[src/rtl/apb_pkg.sv]
// Shared types for the APB master bridge: FSM states, the held response record
// and the word-alignment helpers used when a command is accepted.
package apb_pkg;

  typedef enum logic [1:0] {
    IDLE   = 2'd0,
    SETUP  = 2'd1,
    ACCESS = 2'd2,
    RESP   = 2'd3
  } apb_mst_state_e;

  // APB data paths are at most 32 bits wide.
  localparam int APB_MAX_DATA_W = 32;

  // Byte-offset bits that must be zero for a legal word access.
  localparam logic [1:0] APB_ALIGN_MASK = 2'b11;

  typedef struct packed {
    logic [APB_MAX_DATA_W-1:0] rdata;
    logic                      slverr;
    logic                      timeout;
  } apb_rsp_t;

  localparam apb_rsp_t APB_RSP_NONE = '{rdata: '0, slverr: 1'b0, timeout: 1'b0};

  function automatic logic is_aligned(input logic [1:0] addr_lsb);
    return (addr_lsb & APB_ALIGN_MASK) == 2'b00;
  endfunction

  // Error responses never carry read data.
  function automatic apb_rsp_t rsp_error(input logic timed_out);
    apb_rsp_t rsp;
    rsp.rdata   = '0;
    rsp.slverr  = 1'b1;
    rsp.timeout = timed_out;
    return rsp;
  endfunction

endpackage

[src/rtl/apb_master_bridge_if.sv]
// Command, response and APB signal bundle for the bridge. The master modport is
// the bridge's view; the slave modport is the view of whatever surrounds it.
interface apb_master_bridge_if #(
  parameter int ADDR_W = 32,
  parameter int DATA_W = 32
);

  logic              cmd_valid;
  logic              cmd_ready;
  logic              cmd_write;
  logic [ADDR_W-1:0] cmd_addr;
  logic [DATA_W-1:0] cmd_wdata;

  logic              rsp_valid;
  logic              rsp_ready;
  logic [DATA_W-1:0] rsp_rdata;
  logic              rsp_slverr;
  logic              rsp_timeout;

  logic [ADDR_W-1:0] Paddr;
  logic              Pselx;
  logic              Penable;
  logic              Pwrite;
  logic [DATA_W-1:0] Pwdata;
  logic              Pready;
  logic              Pslverr;
  logic [DATA_W-1:0] Prdata;

  modport master (
    input  cmd_valid, cmd_write, cmd_addr, cmd_wdata,
    output cmd_ready,
    output rsp_valid, rsp_rdata, rsp_slverr, rsp_timeout,
    input  rsp_ready,
    output Paddr, Pselx, Penable, Pwrite, Pwdata,
    input  Pready, Pslverr, Prdata
  );

  modport slave (
    output cmd_valid, cmd_write, cmd_addr, cmd_wdata,
    input  cmd_ready,
    input  rsp_valid, rsp_rdata, rsp_slverr, rsp_timeout,
    output rsp_ready,
    input  Paddr, Pselx, Penable, Pwrite, Pwdata,
    output Pready, Pslverr, Prdata
  );

endinterface

[src/rtl/apb_timeout_ctr.sv]
// Counts ACCESS cycles that end without Pready and flags the cycle in which the
// wait budget runs out. TIMEOUT=0 removes the counter entirely.
module apb_timeout_ctr #(
  parameter int TIMEOUT = 16
) (
  input  logic clk,
  input  logic rst,
  input  logic clr,
  input  logic inc,
  output logic expired
);

  generate
    if (TIMEOUT == 0) begin : g_off
      logic w_unused;
      assign w_unused = &{1'b0, clk, rst, clr, inc};
      assign expired  = 1'b0;
    end else begin : g_on
      localparam int CNT_W = $clog2(TIMEOUT + 1);

      logic [CNT_W-1:0] r_count;

      always_ff @(posedge clk or posedge rst) begin
        if (rst) begin
          r_count <= '0;
        end else if (clr) begin
          r_count <= '0;
        end else if (inc) begin
          r_count <= r_count + CNT_W'(1);
        end
      end

      // r_count holds the number of earlier stalled ACCESS cycles, so the
      // TIMEOUT-th stalled cycle is the one that sees TIMEOUT-1.
      assign expired = inc && (r_count == CNT_W'(TIMEOUT - 1));
    end
  endgenerate

endmodule

[src/rtl/apb_master_bridge.sv]
// Single-beat APB requester: turns valid/ready commands into SETUP->ACCESS
// transfers and returns a held response, with a bounded wait on Pready.
module apb_master_bridge
  import apb_pkg::*;
#(
  parameter int ADDR_W  = 32,
  parameter int DATA_W  = 32,
  parameter int TIMEOUT = 16
) (
  input  logic                Pclk,
  input  logic                Prst,
  apb_master_bridge_if.master bus
);

  apb_mst_state_e    r_state;
  logic              r_cmd_ready;
  logic              r_rsp_valid;
  apb_rsp_t          r_rsp;
  logic [ADDR_W-1:0] r_paddr;
  logic              r_psel;
  logic              r_penable;
  logic              r_pwrite;
  logic [DATA_W-1:0] r_pwdata;

  logic w_to_clr;
  logic w_to_inc;
  logic w_to_expired;

  assign w_to_clr = (r_state == SETUP);
  assign w_to_inc = (r_state == ACCESS) && !bus.Pready;

  apb_timeout_ctr #(
    .TIMEOUT (TIMEOUT)
  ) u_timeout (
    .clk     (Pclk),
    .rst     (Prst),
    .clr     (w_to_clr),
    .inc     (w_to_inc),
    .expired (w_to_expired)
  );

  // NOTE: every register here uses non-blocking assignments so all of them
  // sample pre-edge values and the state/output updates land together.
  always_ff @(posedge Pclk or posedge Prst) begin
    if (Prst) begin
      r_state     <= IDLE;
      r_cmd_ready <= 1'b0;
      r_rsp_valid <= 1'b0;
      r_rsp       <= APB_RSP_NONE;
      r_paddr     <= '0;
      r_psel      <= 1'b0;
      r_penable   <= 1'b0;
      r_pwrite    <= 1'b0;
      r_pwdata    <= '0;
    end else begin
      case (r_state)
        IDLE: begin
          // cmd_ready is a register, so it rises one cycle after reset.
          if (bus.cmd_valid && r_cmd_ready) begin
            r_cmd_ready <= 1'b0;
            if (is_aligned(bus.cmd_addr[1:0])) begin
              r_paddr  <= bus.cmd_addr;
              r_pwrite <= bus.cmd_write;
              r_pwdata <= bus.cmd_wdata;
              r_psel   <= 1'b1;
              r_state  <= SETUP;
            end else begin
              r_rsp       <= rsp_error(1'b0);
              r_rsp_valid <= 1'b1;
              r_state     <= RESP;
            end
          end else begin
            r_cmd_ready <= 1'b1;
          end
        end

        SETUP: begin
          r_penable <= 1'b1;
          r_state   <= ACCESS;
        end

        ACCESS: begin
          if (bus.Pready) begin
            r_psel       <= 1'b0;
            r_penable    <= 1'b0;
            r_rsp.rdata  <= (r_pwrite || bus.Pslverr) ? '0 : APB_MAX_DATA_W'(bus.Prdata);
            r_rsp.slverr <= bus.Pslverr;
            r_rsp.timeout <= 1'b0;
            r_rsp_valid  <= 1'b1;
            r_state      <= RESP;
          end else if (w_to_expired) begin
            r_psel      <= 1'b0;
            r_penable   <= 1'b0;
            r_rsp       <= rsp_error(1'b1);
            r_rsp_valid <= 1'b1;
            r_state     <= RESP;
          end
        end

        RESP: begin
          if (bus.rsp_ready) begin
            r_rsp_valid <= 1'b0;
            r_cmd_ready <= 1'b1;
            r_state     <= IDLE;
          end
        end

        default: begin
          r_state <= IDLE;
        end
      endcase
    end
  end

  assign bus.cmd_ready   = r_cmd_ready;
  assign bus.rsp_valid   = r_rsp_valid;
  assign bus.rsp_rdata   = r_rsp.rdata[DATA_W-1:0];
  assign bus.rsp_slverr  = r_rsp.slverr;
  assign bus.rsp_timeout = r_rsp.timeout;
  assign bus.Paddr       = r_paddr;
  assign bus.Pselx       = r_psel;
  assign bus.Penable     = r_penable;
  assign bus.Pwrite      = r_pwrite;
  assign bus.Pwdata      = r_pwdata;

endmodule

[src/flat_wrapper.sv]
// flat-port wrapper written by rule: the top's interface ports become plain ports
module apb_master_bridge_flat import apb_pkg::*;
#(
  parameter int ADDR_W  = 32,
  parameter int DATA_W  = 32,
  parameter int TIMEOUT = 16
)
  (Pclk, Prst, bus_cmd_valid, bus_cmd_write, bus_cmd_addr, bus_cmd_wdata, bus_cmd_ready, bus_rsp_valid, bus_rsp_rdata, bus_rsp_slverr, bus_rsp_timeout, bus_rsp_ready, bus_Paddr, bus_Pselx, bus_Penable, bus_Pwrite, bus_Pwdata, bus_Pready, bus_Pslverr, bus_Prdata);
  apb_master_bridge_if #(.ADDR_W(ADDR_W), .DATA_W(DATA_W)) bus_i ();
  input  logic Pclk;
  input  logic Prst;
  input wire logic [$bits(bus_i.cmd_valid)-1:0] bus_cmd_valid;
  input wire logic [$bits(bus_i.cmd_write)-1:0] bus_cmd_write;
  input wire logic [$bits(bus_i.cmd_addr)-1:0] bus_cmd_addr;
  input wire logic [$bits(bus_i.cmd_wdata)-1:0] bus_cmd_wdata;
  output wire logic [$bits(bus_i.cmd_ready)-1:0] bus_cmd_ready;
  output wire logic [$bits(bus_i.rsp_valid)-1:0] bus_rsp_valid;
  output wire logic [$bits(bus_i.rsp_rdata)-1:0] bus_rsp_rdata;
  output wire logic [$bits(bus_i.rsp_slverr)-1:0] bus_rsp_slverr;
  output wire logic [$bits(bus_i.rsp_timeout)-1:0] bus_rsp_timeout;
  input wire logic [$bits(bus_i.rsp_ready)-1:0] bus_rsp_ready;
  output wire logic [$bits(bus_i.Paddr)-1:0] bus_Paddr;
  output wire logic [$bits(bus_i.Pselx)-1:0] bus_Pselx;
  output wire logic [$bits(bus_i.Penable)-1:0] bus_Penable;
  output wire logic [$bits(bus_i.Pwrite)-1:0] bus_Pwrite;
  output wire logic [$bits(bus_i.Pwdata)-1:0] bus_Pwdata;
  input wire logic [$bits(bus_i.Pready)-1:0] bus_Pready;
  input wire logic [$bits(bus_i.Pslverr)-1:0] bus_Pslverr;
  input wire logic [$bits(bus_i.Prdata)-1:0] bus_Prdata;
  assign bus_i.cmd_valid = bus_cmd_valid;
  assign bus_i.cmd_write = bus_cmd_write;
  assign bus_i.cmd_addr = bus_cmd_addr;
  assign bus_i.cmd_wdata = bus_cmd_wdata;
  assign bus_cmd_ready = bus_i.cmd_ready;
  assign bus_rsp_valid = bus_i.rsp_valid;
  assign bus_rsp_rdata = bus_i.rsp_rdata;
  assign bus_rsp_slverr = bus_i.rsp_slverr;
  assign bus_rsp_timeout = bus_i.rsp_timeout;
  assign bus_i.rsp_ready = bus_rsp_ready;
  assign bus_Paddr = bus_i.Paddr;
  assign bus_Pselx = bus_i.Pselx;
  assign bus_Penable = bus_i.Penable;
  assign bus_Pwrite = bus_i.Pwrite;
  assign bus_Pwdata = bus_i.Pwdata;
  assign bus_i.Pready = bus_Pready;
  assign bus_i.Pslverr = bus_Pslverr;
  assign bus_i.Prdata = bus_Prdata;
  apb_master_bridge #(.ADDR_W(ADDR_W), .DATA_W(DATA_W), .TIMEOUT(TIMEOUT)) u_core (.Pclk(Pclk), .Prst(Prst), .bus(bus_i));
endmodule
[config.mk]
export PLATFORM = sky130hd
export DESIGN_NAME = apb_master_bridge_flat
export DESIGN_NICKNAME = d
export VERILOG_FILES = /design/src/rtl/apb_pkg.sv /design/src/rtl/apb_master_bridge_if.sv /design/src/rtl/apb_timeout_ctr.sv /design/src/rtl/apb_master_bridge.sv /design/src/flat_wrapper.sv
export SDC_FILE = /design/constraint.sdc
export NUM_CORES = 1
export LEC_CHECK = 0
export CORE_MARGIN = 2
export CORE_UTILIZATION = 38
export CTS_CLUSTER_SIZE = 16
export DETAILED_ROUTE_END_ITERATION = 10
export PLACE_DENSITY = 0.79
export SYNTH_ARGS = -nofsm -noshare
export SYNTH_HDL_FRONTEND = slang
export SYNTH_SLANG_ARGS = --single-unit
[constraint.sdc]
create_clock -name Pclk -period 3.7 [get_ports Pclk]
set_clock_uncertainty 0.1 [all_clocks]
set_input_delay 0.74 -clock Pclk [delete_from_list [all_inputs] [get_ports Pclk]]
set_output_delay 0.74 -clock Pclk [all_outputs]
set_load 0.01 [all_outputs]
; ---- After elaboration in Yosys (flattened, before gate mapping)
; Index checks and enable logic that the tools add are counted.
[classes]
n_addsub = 1
n_mul = 0
n_div = 0
order_cmp = 0
n_eq_ne = 9
shifts = 0
mux = 29
bitwise_logic = 0
reduce_logical = 19
[ops]
columns = cell, n
row1 = $mux W34, 4
row2 = $pmux W34 S2, 1
row3 = $mux W32, 1
row4 = $mux W1, 11
row5 = $mux W2, 5
row6 = $mux W5, 2
row7 = $pmux W2 S4, 1
row8 = $reduce_and A4 Y1, 2
row9 = $reduce_bool A2 Y1, 4
row10 = $pmux W1 S2, 3
row11 = $reduce_and A3 Y1, 2
row12 = $add A5 B1 Y5 const B, 1
row13 = $eq A5 B4 Y1 const B, 1
row14 = $reduce_and A5 Y1, 1
row15 = $eq A2 B2 Y1 const B, 2
row16 = $logic_not A2 Y1, 2
row17 = $ne A2 B1 Y1 const B, 2
row18 = $ne A2 B2 Y1 const B, 2
row19 = $reduce_and A2 Y1, 2
row20 = $logic_and A1 B1 Y1, 3
row21 = $ne A3 B3 Y1 const B, 1
row22 = $pmux W1 S3, 1
row23 = $reduce_bool A3 Y1, 1
row24 = $eq A2 B1 Y1 const B, 1
row25 = 2 further kinds, 2
[word_totals]
reg_bits = 110
latchBits = 0
mem_bits_rw = 0
romBits = 0
inputBits = 103
word_cells = 70
n_memories = 0

; ---- Longest topological paths before layout
; Gate-level depths: netlist of the first run.
[logic_depth]
depth_word = 6
depth_mapped = 8
ltp_nobuf = 6

; ---- Hierarchy
; A second synthesis of the first run with hierarchy kept.
[hier_totals]
hier_cells = 349
area_unflattened_um2 = 4708.3
[modules_own_cells]
columns = module, n_inst, cells_each, area_each_um2, seq_area_each_um2
row1 = apb_master_bridge, 1, 324, 4419.2, 2627.5
row2 = apb_timeout_ctr, 1, 25, 289.0, 125.1

; ---- Worst setup path after synthesis of the first run
; OpenSTA, ideal clock, no wires.
[synth_timing]
path_kind = in2reg
start = input bus_cmd_addr[0]
end = register u_core.r_paddr[18] (netlist: u_core.bus.Paddr[18])
setup_time_ns = 0.125
t_arrival_ns = 1.760
required_time_ns = 3.475
slack_ns = 1.715
cell_stages = 5
n_path_buf = 2
path_cell_list = nor3b_2 and2b_1 buf_6 buf_6 mux2_2
[synth_via]
elab_chain_cells = 2
[synth_rtl]
columns = item, line
row1 = from (decl), flat_wrapper.sv:14  ; input wire logic [$bits(bus_i.cmd_addr)-1:0] bus_cmd_addr;
row2 = $logic_not A2 Y1, apb_pkg.sv:27  ; return (addr_lsb & APB_ALIGN_MASK) == 2'b00;
row3 = $reduce_and A3 Y1 (no line), --
row4 = to (signal assigned), apb_master_bridge.sv:62  ; r_paddr <= bus.cmd_addr;
row5 = to (decl), apb_master_bridge.sv:19  ; logic [ADDR_W-1:0] r_paddr;
; No other way between the ends.
; A chain may end at the register's enable or synchronous reset.

; ---- Worst setup path in the final report of the first run
[layout_timing]
start = input bus_cmd_addr[0]
end = register u_core.r_paddr[25] (netlist: u_core.bus.Paddr[25])
; The elaborated chain is that of the path after synthesis.

==> out/qor.csv, run 1 <==
stage;metric;value;unit
status;status;completed;
power_and_ir_drop;register share of total power;36.3;%
layout;share of layout cells above drive strength 1;16.7;%
power_and_ir_drop;Logic pwr share;42.9;%
floorplanning;I/O pin total;206;
setup_path;Worst Setup End Kind;flip-flop;
yosys;Mapped Nets;455;
clock_network;Hold-fix buffers, CTS;0;
place;Place WS;0.817;ns
floorplanning;Initial Util;38.7;%
yosys;mapped cell area;4630;sq um
layout;# diodes;0;
clock_network;root buf cell;clkbuf_16;
layout;area occupied by multi-input gates;1590;sq um
yosys;Seq/Total Area, Yosys;59.5;%
yosys;Synth Area in XOR/XNOR;0.378;%
clock_network;post-cts gate resize count;0;
drt;Via-to-Cell Ratio;4.75;
drt;Post-route DRC;0;
yosys;largest family of logic cells by synthesized area;multiplexers;
timing;setup TNS;0;ns
yosys;Synthesis Warnings;0;
drt;Final ANT Viol Nets;0;
drt;DR top layer;met4;
layout;Core Util, Final;59.6;%
place;port bufs;205;
yosys;post-synthesis cell type count;38;
timing;Worst-Margin Slew;0.736;ns
layout;area delta synth->final;54.1;%
setup_path;arrival time worst endpoint;2.65;ns
clock_network;Num CTS Buffers;9;
timing;Max Slew Vio Count;0;
yosys;mux contribution to synthesized area;23.2;%
power_and_ir_drop;VDD IR max;0.000762;V
setup_path;Worst path slowest cell;clkdlybuf4s50_1;
grt;gr ovfl total;0;
layout;FF+latch area;2750;sq um
yosys;share of the synthesized area in the top cell type;59.5;%
drt;wire per inst;15.8;um
drt;Initial DRC Count;139;
grt;initial antenna violation count;0;
drt;First-pass DRT Iterations;4;
drt;final wirelength;11.1;mm
power_and_ir_drop;Cell Int Power;0.00366;W
yosys;Post-Synth Adder-Cell Area;1.89;%
clock_network;Max clock buf depth;2;
grt;GRT Overall Usage;17.0;%
power_and_ir_drop;sw frac;29.9;%
setup_path;Required @ worst endpoint;3.82;ns
floorplanning;DIE WIDTH;114;um
yosys;Post-synth top cells;dfrtp_1 (110), mux2_2 (66), inv_1 (38);
drt;met3 routed WL;719;um
layout;fillcell total;976;
clock_network;total clock sinks;110;
power_and_ir_drop;switching power;0.00156;W
grt;largest net degree at the start of global routing;56;
setup_path;Worst R2R Setup Slack;1.27;ns
clock_network;worst skew pair latency;0.34;ns
yosys;Synth area leaders;dfrtp_1 (59%), mux2_2 (16%), mux2i_1 (7.1%);
yosys;number of synthesized flops with an enable pin;0;
timing;Setup WS post-layout;1.18;ns
timing;Final Hold Viols;0;
setup_path;CP peak stage delay;0.45;ns
yosys;most frequent cell after synthesis;dfrtp_1;
timing;RSZ-0062 raised after global routing;false;
drt;met1 wire length;4.56;mm
floorplanning;Core Region;12000;sq um
clock_network;setup bufs post-CTS;0;
yosys;post-synth top area cell;dfrtp_1;
floorplanning;die height;114;um
layout;final net count;661;
run;max cap viols;0;
timing;relative slew slack;51.0;%
power_and_ir_drop;PwrDens;732;nW/um^2
yosys;Synth Area in Compound Gates;2.35;%
yosys;Post-synth top flop;dfrtp_1;
drt;vias;3338;
yosys;simple-gate share of the synthesized area;6.30;%
grt;first-pass GRT wire length;17.4;mm
setup_path;Critical Path Source Type;input port;
clock_network;H-Tree Depth;3;
setup_path;critical-path cell list;clkdlybuf4s50_1 > nor3b_2 > and2b_2 > buf_12 > mux2_2;
hold_path;Hold WC Path Type;reg2reg;
place;detailed placement HPWL;8.24;mm
timing;final setup violation count;0;
floorplanning;die area;13100;sq um
timing;Min Clock Period, post-route;2.52;ns
yosys;Post-synth ARST share;100;%
yosys;synthesis-stage register bit count;110;
timing;fmax;396;MHz
place;routability cong.;0.776;
drt;WL met2;5.64;mm
floorplanning;row cnt;40;
timing;period utilization;68.2;%
power_and_ir_drop;P_leak;3.06;nW
clock_network;CTS tree;done;
clock_network;clk slew on worst S/H paths;0.07;ns
grt;vias in the first global route;3405;
power_and_ir_drop;clock network power share;20.9;%
setup_path;critical path peak fanout;55;
yosys;Synth Instances;345;
yosys;syn_area_per_cell;13.4;sq um
setup_path;CP Class;in2reg;
-- power by group through the flow --
stage	Combinational [W]	Sequential, W	Clock [W]
floorplan	0.000971	0.00210	0
global placement	0.00222	0.00190	0
detailed placement	0.00226	0.00192	0
CTS	0.00227	0.00190	0.00112
global route	0.00240	0.00196	0.00117
finish	0.00224	0.00190	0.00109
-- layer usage --
metal	GRT usage [%]	up-vias
li1	-	1565
met2	29.5	125
met4	6.26	0
met1	20.7	1628
met5	0	-
met3	4.08	20
-- stage by stage --
stage | power (W) | hold slack (ns) | cell area (sq um) | instances
2_1_floorplan | 0.00307 | 0.414 | 4630 | 345
3_3_place_gp | 0.00412 | 0.387 | 6800 | 687
3_5_place_dp | 0.00418 | 0.385 | 6800 | 687
4_1_cts | 0.00529 | 0.408 | 7130 | 703
5_1_grt | 0.00552 | 0.420 | 7130 | 703
6_report | 0.00523 | 0.402 | 7130 | 703
-- kinds of logic after synthesis --
logic type | count (synthesis)
fa+ha+maj | 7
buf+inv | 53
compound gates | 17
xor+xnor | 2
flops | 110
mux | 99
simple gates | 57
-- worst max-delay path, delay by kind of cell --
kind                   cells  cell delay, ns
buffers and inverters      2            0.75
multiplexers               1            0.39
AND/OR/NAND/NOR            2            0.70
-- path summary, 6_finish.rpt --
kind,startpoint,end,cells after the start
worst max-delay path,bus_cmd_addr[0],u_core.bus.Paddr[25]$_DFFE_PP0P_,5
worst min-delay path,u_core.bus.Paddr[1]$_DFFE_PP0P_,u_core.bus.Paddr[1]$_DFFE_PP0P_,1
worst max register to register,u_core.r_state[1]$_DFFE_PP0P_,u_core.bus.Paddr[25]$_DFFE_PP0P_,6
worst min register to register,u_core.bus.Paddr[1]$_DFFE_PP0P_,u_core.bus.Paddr[1]$_DFFE_PP0P_,1
max in group asynchronous,Prst,u_core.bus.Paddr[5]$_DFFE_PP0P_,3
min in group asynchronous,Prst,u_core.bus.Paddr[28]$_DFFE_PP0P_,2
-- flip-flops by register name, summed over array words and instances, names as in the netlist --
signal	flops
u_core.bus.Paddr	32
u_core.bus.Penable	1
u_core.bus.Pselx	1
u_core.bus.Pwdata	32
u_core.bus.Pwrite	1
u_core.bus.cmd_ready	1
u_core.bus.rsp_rdata	32
u_core.bus.rsp_slverr	1
u_core.bus.rsp_timeout	1
u_core.bus.rsp_valid	1
u_core.r_state	2
u_core.u_timeout.g_on.r_count	5
-- cell usage in the layout, fill, tap and decap left out, types with 2 or more instances in the layout --
master and instances:
bufinv_16 3, a21oi_1 3, mux2_2 66, buf_12 3
nand3b_1 2, clkdlybuf4s50_1 205, inv_1 37, dfrtp_1 110
buf_4 2, clkbuf_16 9, nand2_1 35, nor2b_1 4
mux2i_1 33, clkinv_2 2, nor2_1 3, o21ai_0 7
ha_1 7, nand2b_1 2
-- area by class of cell --
class | count | share of cell area [%]
Sequential cell | 110 | 38.6
Clock inverter | 6 | 1.53
Inverter | 38 | 2.05
Clock buffer | 10 | 3.21
Timing Repair Buffer | 210 | 29.8
Multi-Input combinational cell | 182 | 22.2
Tap cell | 147 | 2.58
Note: power is estimated with default switching activity, not from simulation.
==> run 2, diff against run 1 <==
--- a/config.mk
+++ b/config.mk
@@ -6,10 +6,10 @@
 export NUM_CORES = 1
 export LEC_CHECK = 0
 export CORE_MARGIN = 2
-export CORE_UTILIZATION = 38
+export CORE_UTILIZATION = 42
 export CTS_CLUSTER_SIZE = 16
 export DETAILED_ROUTE_END_ITERATION = 10
-export PLACE_DENSITY = 0.79
+export PLACE_DENSITY = 0.82
 export SYNTH_ARGS = -nofsm -noshare
 export SYNTH_HDL_FRONTEND = slang
 export SYNTH_SLANG_ARGS = --single-unit
==> constraint.sdc (replaced) <==
create_clock -name Pclk -period 2.51 [get_ports Pclk]
set_clock_uncertainty 0.1 [all_clocks]
set_input_delay 0.502 -clock Pclk [delete_from_list [all_inputs] [get_ports Pclk]]
set_output_delay 0.502 -clock Pclk [all_outputs]
set_load 0.01 [all_outputs]
==> out/qor.csv, run 2 (same netlist as run 1, synthesis figures left out) <==
stage;metric;value;unit
floorplanning;die area;11900;sq um
grt;GRT Overall Usage;18.8;%
grt;initial antenna violation count;0;
floorplanning;Initial Util;42.9;%
grt;first-pass GRT wire length;17.2;mm
clock_network;Max clock buf depth;2;
floorplanning;I/O pin total;206;
timing;setup TNS;0;ns
status;status;completed;
timing;RSZ-0062 raised after global routing;false;
clock_network;setup bufs post-CTS;0;
setup_path;CP top delay family;simple AND/OR/NAND/NOR gates;
drt;Post-route DRC;0;
clock_network;CTS tree;done;
layout;final non-filler cell total;701;
clock_network;worst skew pair latency;0.36;ns
run;max cap viols;0;
setup_path;critical-path cell list;inv_1 > ha_1 > nor3b_2 > and2b_2 > buf_12 > mux2_2;
drt;wire per inst;15.7;um
grt;vias in the first global route;3442;
setup_path;arrival time worst endpoint;2.43;ns
floorplanning;row cnt;38;
clock_network;Num CTS Buffers;9;
drt;Via-to-Cell Ratio;4.74;
layout;final net count;666;
place;port bufs;205;
drt;vias;3321;
clock_network;H-Tree Depth;3;
layout;Core Util, Final;65.0;%
drt;final wirelength;11.0;mm
clock_network;clk slew on worst S/H paths;0.10;ns
power_and_ir_drop;VDD IR max;0.000719;V
layout;share of layout cells above drive strength 1;17.5;%
hold_path;Hold WC Path Type;reg2reg;
clock_network;total clock sinks;110;
layout;Final Cell Area;7020;sq um
drt;Initial DRC Count;126;
setup_path;CP peak stage delay;0.41;ns
clock_network;post-cts gate resize count;0;
setup_path;Critical Path Source Type;flip-flop;
drt;First-pass DRT Iterations;4;
layout;FF+latch area;2750;sq um
timing;Worst-Margin Slew;0.607;ns
layout;most common cell after layout, fill and taps aside;clkdlybuf4s50_1;
floorplanning;die height;109;um
setup_path;Worst path slowest cell;dfrtp_1;
setup_path;critical path peak fanout;37;
layout;fillcell total;842;
setup_path;Required @ worst endpoint;2.66;ns
grt;gr ovfl total;0;
place;detailed placement HPWL;8.28;mm
power_and_ir_drop;PwrDens;1020;nW/um^2
floorplanning;DIE WIDTH;109;um
layout;most frequent cells in the layout;clkdlybuf4s50_1 (205), dfrtp_1 (110), mux2_2 (66);
power_and_ir_drop;P_leak;3.02;nW
place;placed inst area;6850;sq um
floorplanning;Core Region;10800;sq um
drt;Final ANT Viol Nets;0;
place;dpl cells;685;
layout;area delta synth->final;51.6;%
setup_path;Crit path buffers/inverters;2;
clock_network;root buf cell;clkbuf_8;
timing;Min Clock Period, post-route;2.28;ns
timing;final setup violation count;0;
timing;Final Hold Viols;0;
setup_path;CP Class;reg2reg;
timing;relative slew slack;59.5;%
timing;fmax;439;MHz
clock_network;Hold-fix buffers, CTS;0;
timing;Max Slew Vio Count;0;
grt;largest net degree at the start of global routing;111;
place;routability cong.;0.743;
setup_path;Worst Setup End Kind;flip-flop;
layout;# diodes;0;
timing;period utilization;90.8;%
layout;area occupied by multi-input gates;1590;sq um
run 2: report_power, final:
group | leakage, nW | switching (W) | internal, W
sequential | 1.44 | 0.000366 | 0.00243
clock | 0.0926 | 0.000574 | 0.000381
combinational | 1.49 | 0.00134 | 0.00206
total | 3.02 | 0.00228 | 0.00487
run 2: routing by layer:
layer	vias to the layer above	wire length [um]	track usage [%]
met5	-	0	0
met4	0	269	8.61
met3	21	697	3.89
met2	112	5690	32.5
met1	1624	4320	22.6
li1	1564	-	-
run 2: area by class of cell:
cell class	instances	area share, %
flip-flops and latches	110	39.2
repair buffers	215	31.2
multi-input cells	182	22.6
well taps	140	2.50
inverters	38	2.09
clock buffers	11	2.01
clock inverters	5	0.357
run 2: path summary, 6_finish.rpt:
path | cells after the start | to | slack (ns) | startpoint
setup reg to reg | 6 | u_core.bus.Pwdata[13]$_DFFE_PP0P_ | 0.23 | u_core.r_state[1]$_DFFE_PP0P_
hold reg to reg | 1 | u_core.bus.Paddr[0]$_DFFE_PP0P_ | 0.41 | u_core.bus.Paddr[0]$_DFFE_PP0P_
hold / removal | 1 | u_core.bus.Paddr[0]$_DFFE_PP0P_ | 0.41 | u_core.bus.Paddr[0]$_DFFE_PP0P_
min in group asynchronous | 3 | u_core.bus.Paddr[30]$_DFFE_PP0P_ | 0.53 | Prst
setup / recovery | 6 | u_core.bus.Pwdata[13]$_DFFE_PP0P_ | 0.23 | u_core.r_state[1]$_DFFE_PP0P_
max in group asynchronous | 3 | u_core.bus.Paddr[10]$_DFFE_PP0P_ | 1.30 | Prst
run 2: metrics by stage:
stage                     setup slack, ns  power, W  hold slack, ns
after detailed placement           0.0424   0.00628           0.391
after CTS                           0.228   0.00725           0.416
after global routing               0.0963   0.00758           0.426
final                               0.230   0.00715           0.409
after global placement              0.114   0.00613           0.388
after floorplan                     0.538   0.00452           0.414
==> run 3, diff against run 2 <==
--- a/config.mk
+++ b/config.mk
@@ -12,4 +12,5 @@
 export PLACE_DENSITY = 0.82
 export SYNTH_ARGS = -nofsm -noshare
 export SYNTH_HDL_FRONTEND = slang
+export SYNTH_HIERARCHICAL = 1
 export SYNTH_SLANG_ARGS = --single-unit
==> out/qor.csv, run 3 <==
stage;metric;value;unit
yosys;post-synth top area cell;dfrtp_1;
clock_network;root buf cell;clkbuf_8;
layout;most frequent cells in the layout;clkdlybuf4s50_1 (205), dfrtp_1 (110), mux2_1 (55);
setup_path;CP Class;reg2reg;
setup_path;Required @ worst endpoint;2.68;ns
setup_path;CP top delay family;simple AND/OR/NAND/NOR gates;
layout;Core Util, Final;65.1;%
setup_path;Worst R2R Setup Slack;0.21;ns
grt;largest net degree at the start of global routing;106;
setup_path;arrival time worst endpoint;2.47;ns
grt;GRT Overall Usage;19.0;%
timing;setup TNS;0;ns
yosys;Seq/Total Area, Yosys;58.5;%
setup_path;CP peak stage delay;0.46;ns
floorplanning;DIE WIDTH;110;um
yosys;Post-synth top flop;dfrtp_1;
drt;wire per inst;16.1;um
yosys;Synth area leaders;dfrtp_1 (58%), mux2_1 (13%), mux2i_1 (7.2%);
timing;Min Clock Period, post-route;2.30;ns
yosys;mapped cell area;4710;sq um
floorplanning;Initial Util;43.2;%
clock_network;clk slew on worst S/H paths;0.10;ns
yosys;Synth Instances;349;
drt;Post-route DRC;0;
clock_network;H-Tree Depth;3;
timing;Setup WS post-layout;0.206;ns
clock_network;Num CTS Buffers;9;
drt;Via-to-Cell Ratio;4.79;
yosys;Post-synth top cells;dfrtp_1 (110), mux2_1 (55), inv_1 (38);
hold_path;Hold WC Path Type;in2async;
setup_path;r2r worst-path depth;8;
timing;Worst-Margin Slew;0.586;ns
place;detailed placement HPWL;8.61;mm
setup_path;Worst Setup End Kind;flip-flop;
clock_network;worst skew pair latency;0.36;ns
timing;final setup violation count;0;
power_and_ir_drop;VDD IR max;0.000649;V
drt;Initial DRC Count;112;
yosys;Synthesis Warnings;6;
setup_path;cell mode on critical path;ha_1;
clock_network;setup bufs post-CTS;0;
setup_path;critical path peak fanout;28;
clock_network;post-cts gate resize count;0;
drt;vias;3376;
yosys;syn_area_per_cell;13.5;sq um
clock_network;Max clock buf depth;2;
grt;first-pass GRT wire length;17.4;mm
setup_path;critical-path cell list;ha_1 > and3_1 > ha_1 > and2_1 > nor3b_4 > nor4_4 > buf_12 > mux2i_1;
drt;Final ANT Viol Nets;0;
setup_path;Worst path slowest cell;dfrtp_1;
timing;Final Hold Viols;0;
status;status;completed;
layout;area delta synth->final;50.4;%
setup_path;Critical Path Source Type;flip-flop;
drt;final wirelength;11.3;mm
yosys;most frequent cell after synthesis;dfrtp_1;
clock_network;CTS tree;done;
yosys;Mapped Nets;460;
setup_path;Crit path buffers/inverters;1;
power_and_ir_drop;PwrDens;1040;nW/um^2
clock_network;total clock sinks;110;
timing;period utilization;91.8;%
setup_path;FF-to-FF Start;u_core/u_timeout/g_on.r_count[0]$_DFFE_PP0P_;
timing;RSZ-0062 raised after global routing;false;
layout;final net count;671;
layout;share of layout cells above drive strength 1;7.96;%
yosys;Post-synth ARST share;100;%
clock_network;Hold-fix buffers, CTS;0;
floorplanning;die area;12100;sq um
timing;Max Slew Vio Count;0;
yosys;number of synthesized flops with an enable pin;0;
place;Place WS;0.100;ns
power_and_ir_drop;P_leak;3.10;nW
layout;most common cell after layout, fill and taps aside;clkdlybuf4s50_1;
floorplanning;row cnt;38;
grt;vias in the first global route;3497;
timing;Hold Slack;0.310;ns
floorplanning;Core Region;10900;sq um
layout;# diodes;0;
timing;relative slew slack;60.9;%
grt;gr ovfl total;0;
place;routability cong.;0.791;
run;max cap viols;0;
grt;initial antenna violation count;0;
setup_path;reg2reg end;u_core/bus.rsp_rdata[26]$_DFFE_PP0P_;
drt;First-pass DRT Iterations;4;
yosys;share of the synthesized area in the top cell type;58.5;%
floorplanning;die height;110;um
floorplanning;I/O pin total;206;
place;port bufs;205;
yosys;post-synthesis cell type count;40;
timing;fmax;434;MHz
yosys;synthesis-stage register bit count;110;
-- run 3: changes by cell type after synthesis, moves of 2 or more --
cell and delta:
nor2_1 +6, nand2_1 -2, mux2_1 +55, mux2_2 -56, o21ai_0 -3
-- run 3: cell families after synthesis --
logic type      share of synthesized area (%)
buf+inv                                  6.62
fa+ha+maj                                2.13
xor+xnor                                0.186
mux                                      23.1
simple gates                             6.72
flops                                    58.5
compound gates                           2.79
-- run 3: how the worst max path moves through the flow --
stage | cells after the start | start | end
finish | 8 | u_core/u_timeout/g_on.r_count[0]$_DFFE_PP0P_ | u_core/bus.rsp_rdata[26]$_DFFE_PP0P_
global route | 8 | u_core/r_state[0]$_DFFE_PP0P_ | u_core/bus.rsp_rdata[21]$_DFFE_PP0P_
CTS | 8 | u_core/u_timeout/g_on.r_count[0]$_DFFE_PP0P_ | u_core/bus.rsp_rdata[2]$_DFFE_PP0P_
detailed placement | 7 | bus_Pready | u_core/bus.rsp_rdata[26]$_DFFE_PP0P_
global placement | 7 | bus_Pready | u_core/bus.rsp_rdata[12]$_DFFE_PP0P_
floorplan | 9 | u_core/r_state[0]$_DFFE_PP0P_ | u_core/bus.rsp_timeout$_DFFE_PP0P_
-- run 3: cell type report --
class | instances | area, sq um
clock buffers | 13 | 159
clock inverters | 3 | 18.8
fillers | 846 | 3800
inverters | 38 | 146
multi-input cells | 185 | 1660
flip-flops and latches | 110 | 2750
well taps | 140 | 175
repair buffers | 216 | 2170
-- run 3: metrics by stage --
step / instance area, sq um / power [W] / instances
after floorplan: 4710 / 0.00465 / 349
after global placement: 6910 / 0.00632 / 689
after detailed placement: 6910 / 0.00645 / 689
after CTS: 7080 / 0.00745 / 705
after global routing: 7080 / 0.00783 / 705
final: 7080 / 0.00736 / 705
-- run 3: power breakdown --
| group | internal (W) | leakage (nW) | switching, W |
|---|---|---|---|
| Clock | 0.000416 | 0.0934 | 0.000567 |
| Combinational | 0.00207 | 1.58 | 0.00145 |
| Sequential | 0.00247 | 1.44 | 0.000390 |
-- run 3: worst register-to-register path: stages, from the launching register on --
cell and delay [ns]:
dfrtp_1 0.46, ha_1 0.23, and3_1 0.17, ha_1 0.15, and2_1 0.16, nor3b_4 0.07, nor4_4 0.36, buf_12 0.27
mux2i_1 0.24
-- run 3: per-layer routing --
layer | up-vias | track usage (%) | routed length (um)
met2 | 105 | 35.0 | 6090
met4 | 0 | 6.78 | 176
met5 | - | 0 | 0
met1 | 1677 | 21.6 | 4390
met3 | 14 | 3.73 | 690
li1 | 1580 | - | -
